===== src/rtl/ifetch_if.sv =====
// Instruction memory read port: one request at a time, held until acknowledged.
interface ifetch_if #(
    parameter int unsigned AW = 16,
    parameter int unsigned DW = 32
);
    logic          mem_req;
    logic [AW-1:0] mem_addr;
    logic          mem_ack;
    logic [DW-1:0] mem_rdata;

    modport master (
        output mem_req,
        output mem_addr,
        input  mem_ack,
        input  mem_rdata
    );

    modport slave (
        input  mem_req,
        input  mem_addr,
        output mem_ack,
        output mem_rdata
    );
endinterface


===== src/rtl/ifetch.sv =====
// Instruction fetch unit: program counter, memory read handshake with timeout,
// and the instruction register feeding the control FSM.
module ifetch #(
    parameter int unsigned AW       = 16,
    parameter int unsigned DW       = 32,
    parameter int unsigned TIMEOUT  = 15,
    parameter int unsigned RESET_PC = 0
) (
    input  logic          clk,
    input  logic          rst_f,
    input  logic          fetch_en_i,
    input  logic          pc_load_i,
    input  logic [AW-1:0] pc_in_i,
    ifetch_if.master      mem,
    output logic [AW-1:0] pc_o,
    output logic [DW-1:0] ir_o,
    output logic [3:0]    opcode_o,
    output logic [3:0]    mm_o,
    output logic          ir_valid_o,
    output logic          busy_o,
    output logic          fetch_err_o
);

    typedef enum logic [0:0] {StIdle, StReq} state_e;

    // Counter value at which one more unacknowledged edge means abort.
    localparam logic [7:0] TimeoutLast = 8'(TIMEOUT - 1);

    state_e        state_q, state_d;
    logic [7:0]    cnt_q, cnt_d;
    logic [AW-1:0] pc_q, pc_d;
    logic [DW-1:0] ir_q, ir_d;
    logic          ir_valid_q, ir_valid_d;
    logic          err_q, err_d;
    logic [AW-1:0] pend_q, pend_d;
    logic          pend_vld_q, pend_vld_d;

    // State register; reset takes effect immediately, even mid-request.
    always_ff @(posedge clk or negedge rst_f) begin
        if (!rst_f) begin
            state_q    <= StIdle;
            cnt_q      <= '0;
            pc_q       <= AW'(RESET_PC);
            ir_q       <= '0;
            ir_valid_q <= 1'b0;
            err_q      <= 1'b0;
            pend_q     <= '0;
            pend_vld_q <= 1'b0;
        end else begin
            state_q    <= state_d;
            cnt_q      <= cnt_d;
            pc_q       <= pc_d;
            ir_q       <= ir_d;
            ir_valid_q <= ir_valid_d;
            err_q      <= err_d;
            pend_q     <= pend_d;
            pend_vld_q <= pend_vld_d;
        end
    end

    // Next-state logic: fetch sequencing, pc update and deferred loads.
    always_comb begin
        state_d    = state_q;
        cnt_d      = cnt_q;
        pc_d       = pc_q;
        ir_d       = ir_q;
        ir_valid_d = 1'b0;
        err_d      = err_q;
        pend_d     = pend_q;
        pend_vld_d = pend_vld_q;

        unique case (state_q)
            StIdle: begin
                pend_vld_d = 1'b0;
                if (pc_load_i) begin
                    pc_d = pc_in_i;
                end
                if (fetch_en_i) begin
                    state_d = StReq;
                    cnt_d   = '0;
                end
            end
            StReq: begin
                // A load on this edge counts as the latest one, even if the fetch ends now.
                if (pc_load_i) begin
                    pend_d     = pc_in_i;
                    pend_vld_d = 1'b1;
                end
                if (mem.mem_ack) begin
                    ir_d       = mem.mem_rdata;
                    pc_d       = pend_vld_d ? pend_d : pc_q + AW'(1);
                    ir_valid_d = 1'b1;
                    pend_vld_d = 1'b0;
                    state_d    = StIdle;
                end else if (cnt_q == TimeoutLast) begin
                    ir_d       = '0;
                    pc_d       = pend_vld_d ? pend_d : pc_q;
                    err_d      = 1'b1;
                    ir_valid_d = 1'b1;
                    pend_vld_d = 1'b0;
                    cnt_d      = cnt_q + 8'd1;
                    state_d    = StIdle;
                end else begin
                    cnt_d = cnt_q + 8'd1;
                end
            end
            default: state_d = StIdle;
        endcase
    end

    // Outputs; the address is the live pc, which cannot move while requesting.
    always_comb begin
        mem.mem_req  = (state_q == StReq);
        mem.mem_addr = pc_q;
        busy_o       = (state_q == StReq);
        pc_o         = pc_q;
        ir_o         = ir_q;
        opcode_o     = ir_q[31:28];
        mm_o         = ir_q[27:24];
        ir_valid_o   = ir_valid_q;
        fetch_err_o  = err_q;
    end

endmodule


===== src/flat_wrapper.sv =====
// flat-port wrapper written by rule: the top's interface ports become plain ports
module ifetch_flat 
#(
    parameter int unsigned AW       = 16,
    parameter int unsigned DW       = 32,
    parameter int unsigned TIMEOUT  = 15,
    parameter int unsigned RESET_PC = 0
)
  (clk, rst_f, fetch_en_i, pc_load_i, pc_in_i, pc_o, ir_o, opcode_o, mm_o, ir_valid_o, busy_o, fetch_err_o, mem_mem_req, mem_mem_addr, mem_mem_ack, mem_mem_rdata);
  ifetch_if #(.AW(AW), .DW(DW)) mem_i ();
  input  logic clk;
  input  logic rst_f;
  input  logic fetch_en_i;
  input  logic pc_load_i;
  input  logic [AW-1:0] pc_in_i;
  output logic [AW-1:0] pc_o;
  output logic [DW-1:0] ir_o;
  output logic [3:0] opcode_o;
  output logic [3:0] mm_o;
  output logic ir_valid_o;
  output logic busy_o;
  output logic fetch_err_o;
  output wire logic [$bits(mem_i.mem_req)-1:0] mem_mem_req;
  output wire logic [$bits(mem_i.mem_addr)-1:0] mem_mem_addr;
  input wire logic [$bits(mem_i.mem_ack)-1:0] mem_mem_ack;
  input wire logic [$bits(mem_i.mem_rdata)-1:0] mem_mem_rdata;
  assign mem_mem_req = mem_i.mem_req;
  assign mem_mem_addr = mem_i.mem_addr;
  assign mem_i.mem_ack = mem_mem_ack;
  assign mem_i.mem_rdata = mem_mem_rdata;
  ifetch #(.AW(AW), .DW(DW), .TIMEOUT(TIMEOUT), .RESET_PC(RESET_PC)) u_core (.clk(clk), .rst_f(rst_f), .fetch_en_i(fetch_en_i), .pc_load_i(pc_load_i), .pc_in_i(pc_in_i), .mem(mem_i), .pc_o(pc_o), .ir_o(ir_o), .opcode_o(opcode_o), .mm_o(mm_o), .ir_valid_o(ir_valid_o), .busy_o(busy_o), .fetch_err_o(fetch_err_o));
endmodule

===== config.mk =====
export PLATFORM = sky130hd
export DESIGN_NAME = ifetch_flat
export DESIGN_NICKNAME = d
export VERILOG_FILES = /design/src/rtl/ifetch_if.sv /design/src/rtl/ifetch.sv /design/src/flat_wrapper.sv
export SDC_FILE = /design/constraint.sdc
export NUM_CORES = 1
export LEC_CHECK = 0
export CAP_MARGIN = 40
export CORE_ASPECT_RATIO = 1.2
export CORE_MARGIN = 4
export CORE_UTILIZATION = 41
export DETAILED_ROUTE_END_ITERATION = 6
export PLACE_DENSITY = 0.73
export SYNTH_ARGS = -nofsm -noshare
export SYNTH_HDL_FRONTEND = slang
export SYNTH_SLANG_ARGS = --single-unit

===== constraint.sdc =====
create_clock -name clk -period 1.6 [get_ports clk]
set_input_delay 0.16 -clock clk [delete_from_list [all_inputs] [get_ports clk]]
set_output_delay 0.16 -clock clk [all_outputs]
set_load 0.01 [all_outputs]

==> run metrics <==
clock root buffer sky130_fd_sc_hd__clkbuf_8; required time reported for the critical path endpoint 1830 ps; Setup crit end kind register; detail-routed net length per standard cell 17.2 um; vias in the first global route 3570; die height 112 um; proportion of power drawn by the clock network 20.9%; simple-gate portion of the synthesized area 13.2%; count of buffering cells on the critical path with inverters included 3; crit path kind register to register; worst reg2reg endpoint u_core.mem.mem_addr[15]$_DFFE_PN0P_; vias per std cell 5.40; placed standard-cell area 5380 um2; critical path startpoint category register; number of enable flip-flop cells after synthesis 0; clock network latency to the later pin of the worst-skew pair 350 ps; final non-filler cell total 631; pin count of the biggest net entering global routing 36; Detailed Route Iter0 Violations 125; net switching fraction of the power 31.9%; Floorplan Core Area 8700 um2; number of standard-cell rows in the floorplan 37; cell-by-cell listing of the critical path or3b_4 -> o41ai_4 -> buf_4 -> nand2_4 -> buf_6 -> buf_6 -> nor3_4 -> nor3_2; proportion of synthesized area in mux cells 5.65%; critical-path maximum fanout 5; compound-gate portion of the synthesized area 20.3%; Post-Layout Inst Area 5810 um2; data arrival time at the worst-slack endpoint 2060 ps; Final Hold Viols 0; input/output buffers 128; dominant cell type by count on the critical path sky130_fd_sc_hd__buf_6; via count 3410; layout overhead on the synthesized area 56.0%; total nets after synthesis 396; start of the worst register-to-register path u_core.cnt_q[5]$_DFFE_PN0P_; Slowest cell on crit path sky130_fd_sc_hd__or3b_4; Worst IR Drop VDD 0.710 mV; number of distinct library cells after synthesis 55; post-synthesis adder-cell area fraction 1.01%; share of final-layout standard cells stronger than drive strength 1 25.9%; Final WS setup -235 ps; effective utilization at floorplan 42.8%; drt total wl 10900 um; setup repair after global routing missed its margin true; antenna diode instance count 0; flop-to-flop setup slack -240 ps; proportion of synthesized flip-flops having asynchronous set or reset 100%; worst setup path end u_core.mem.mem_addr[15]$_DFFE_PN0P_; number of cells in the design after placement 600; CTS buffer count 9; depth of the most critical reg-to-reg path 8; highest achievable clock rate 545 MHz; antenna violations before repair 0; Max-cap violations 0; sequential fraction of the synthesis area 51.1%; fraction of power consumed by combinational cells 41.0%; final worst clock skew 11.1 ps; buffer depth of the longest clock path 2; Period minus WS final 1840 ps; part of the power in registers 38.1%; leakage power total 2.59 nW; first-pass GRT wire length 17300 um; level count of the clock H-tree 3; failing checks negative setup slack; number of design rule violations left after detail routing 0; Final Max Slew Viols 0; Boundary Pins 129; clock net sink count 76; total power density per cell area 1190 nW/um2; Stages on worst setup path 8; register bit count reported by yosys 76; average instance area after synthesis 10.9 um2; area enclosed by the die boundary 10700 um2; Rel. slew slack 75.2%; Worst-path clk slew 80 ps; summed instance area of the synthesized netlist 3720 um2; result of the run complete, but fails checks; GRT Overall Usage 20.6%; Hold WS 266 ps; Critical Path Max Stage Delay 420 ps; family with the most delay on the worst path simple AND/OR/NAND/NOR gates; Final ANT Viol Nets 0; Least-Margin Pin Slew 369 ps; Internal Power 4.72 mW; Congestion Overflow GR 0; origin of the worst setup path u_core.cnt_q[5]$_DFFE_PN0P_; width of the chip 95.0 um; number of filler cells placed in the layout 700; Post-Synth XOR/XNOR Area 0.941%; Gate Count Post-Synth 340; main combinational cell family by area after synthesis compound AO/OA/AOI/OAI gates; Main synth FF type sky130_fd_sc_hd__dfrtp_1; TritonCTS clock tree yes; endpoints failing setup 48; worst-case setup slack after placement -384 ps; period utilization 115%; Synth Warn # 0; type of the tightest min-delay check primary input to asynchronous set/reset pin; Net count, final 565; DP Wirelength 7840 um; power dissipated by switching net loads 2.21 mW; Initial DRT Pass Iterations 4; post-layout utilization of the core 66.7%; Final Wtd Congestion 0.911
==> how the worst min path moves through the flow <==
| stage | endpoint | slack, ps | cells after the start |
|---|---|---|---|
| 2_1_floorplan | u_core.busy_o$_DFF_PN0_ | -140 | 0 |
| 3_3_place_gp | u_core.mem.mem_addr[13]$_DFFE_PN0P_ | 100 | 1 |
| 3_5_place_dp | u_core.pend_q[14]$_DFFE_PN0P_ | 100 | 1 |
| 4_1_cts | u_core.cnt_q[5]$_DFFE_PN0P_ | 270 | 2 |
| 5_1_grt | u_core.cnt_q[6]$_DFFE_PN0P_ | 290 | 2 |
| 6_report | u_core.pend_q[14]$_DFFE_PN0P_ | 270 | 2 |
==> power by group through the flow <==
stage / Sequential, mW / Combinational [mW] / Clock, mW
4_1_cts: 2.64 / 2.80 / 1.48
5_1_grt: 2.70 / 3.05 / 1.56
3_5_place_dp: 2.67 / 2.73 / 0
3_3_place_gp: 2.66 / 2.66 / 0
6_report: 2.64 / 2.84 / 1.45
2_1_floorplan: 2.83 / 1.12 / 0
==> kinds of logic (layout without fill, tap and decap cells) <==
logic type                 count (synthesis)  in the layout
xor gates and xnor gates                   4              4
muxes                                     19             19
adders and majority gates                  3              3
and+or+nand+nor                           92             93
DFF                                       76             76
AOI/OAI and AO/OA                        100            100
buffers and inverters                     46            219
==> layer usage <==
metal	GRT usage, %	wire (um)	part of all wire (%)	vias up
met5	0	0	0	-
met4	7.31	152	1.4	0
met3	5.70	978	9.0	16
met2	34.4	5550	51	164
met1	25.3	4200	39	1646
li1	-	-	-	1584
==> sequential cells by signal, summed over array words and instances (netlist names) <==
name                 flops
u_core.ir_o             32
u_core.mem.mem_addr     16
u_core.pend_q           16
u_core.cnt_q             8
u_core.busy_o            1
u_core.fetch_err_o       1
u_core.ir_valid_o        1
u_core.pend_vld_q        1
==> synth_stat cells, types with 4 or more instances <==
cell,count,area [um2]
sky130_fd_sc_hd__nor2b_1,5,31.3
sky130_fd_sc_hd__a31oi_1,6,37.5
sky130_fd_sc_hd__buf_4,25,188
sky130_fd_sc_hd__a211oi_1,5,37.5
sky130_fd_sc_hd__a22o_1,32,280
sky130_fd_sc_hd__nor2_1,15,56.3
sky130_fd_sc_hd__o211ai_1,4,30.0
sky130_fd_sc_hd__nand3_1,10,50.1
sky130_fd_sc_hd__dfrtp_1,76,1900
sky130_fd_sc_hd__mux2_2,16,180
sky130_fd_sc_hd__nor3_1,8,40.0
sky130_fd_sc_hd__buf_2,6,30.0
sky130_fd_sc_hd__o22ai_1,6,37.5
sky130_fd_sc_hd__nand2_1,25,93.8
sky130_fd_sc_hd__clkbuf_1,9,33.8
sky130_fd_sc_hd__a21oi_1,8,40.0
sky130_fd_sc_hd__and3_1,5,31.3
sky130_fd_sc_hd__a21o_1,6,45.0
sky130_fd_sc_hd__o21ai_0,12,60.1
sky130_fd_sc_hd__nand4_1,7,43.8
sky130_fd_sc_hd__inv_1,4,15.0
==> per-stage QoR <==
stage                     setup TNS [ps]  total power [mW]
final                              -7840              6.94
after detailed placement          -12320              5.40
after CTS                          -8320              6.92
after global routing              -12170              7.31
after global placement            -11100              5.32
after floorplan                    -4100              3.95
==> final cells by class <==
cell class,count,area (um2),area share [%]
Timing Repair Buffer,199,1920,33.0
Sequential cell,76,1900,32.7
Multi-Input combinational cell,219,1640,28.2
Tap cell,117,146,2.52
Clock buffer,10,128,2.20
Clock inverter,6,65.1,1.12
Inverter,4,15.0,0.259
==> what timing repair did <==
item,4_1_cts,5_1_grt
endpoints found under the hold margin,25,0
gates resized for setup,19,22
cloned,0,1
setup buffers,7,6
pin swaps,5,5
endpoints found under the setup margin,59,66
hold buffers,1,0
==> cell usage in the layout (no fill, tap or decap), types with 5 or more instances in the layout <==
cell type,n
sky130_fd_sc_hd__a31oi_1,6
sky130_fd_sc_hd__buf_6,5
sky130_fd_sc_hd__dlygate4sd2_1,6
sky130_fd_sc_hd__buf_12,5
sky130_fd_sc_hd__nand3_1,10
sky130_fd_sc_hd__nor3_1,6
sky130_fd_sc_hd__clkbuf_8,9
sky130_fd_sc_hd__a21o_1,6
sky130_fd_sc_hd__and3_1,5
sky130_fd_sc_hd__nand4_1,7
sky130_fd_sc_hd__dfrtp_1,76
sky130_fd_sc_hd__o22ai_1,6
sky130_fd_sc_hd__o21ai_0,12
sky130_fd_sc_hd__clkdlybuf4s50_1,113
sky130_fd_sc_hd__mux2_2,16
sky130_fd_sc_hd__a21oi_1,5
sky130_fd_sc_hd__nor2_1,13
sky130_fd_sc_hd__a21oi_2,5
sky130_fd_sc_hd__nand2_1,22
sky130_fd_sc_hd__buf_4,60
sky130_fd_sc_hd__dlymetal6s2s_1,8
sky130_fd_sc_hd__a22o_1,32
Note: power is estimated with default switching activity, not from simulation.
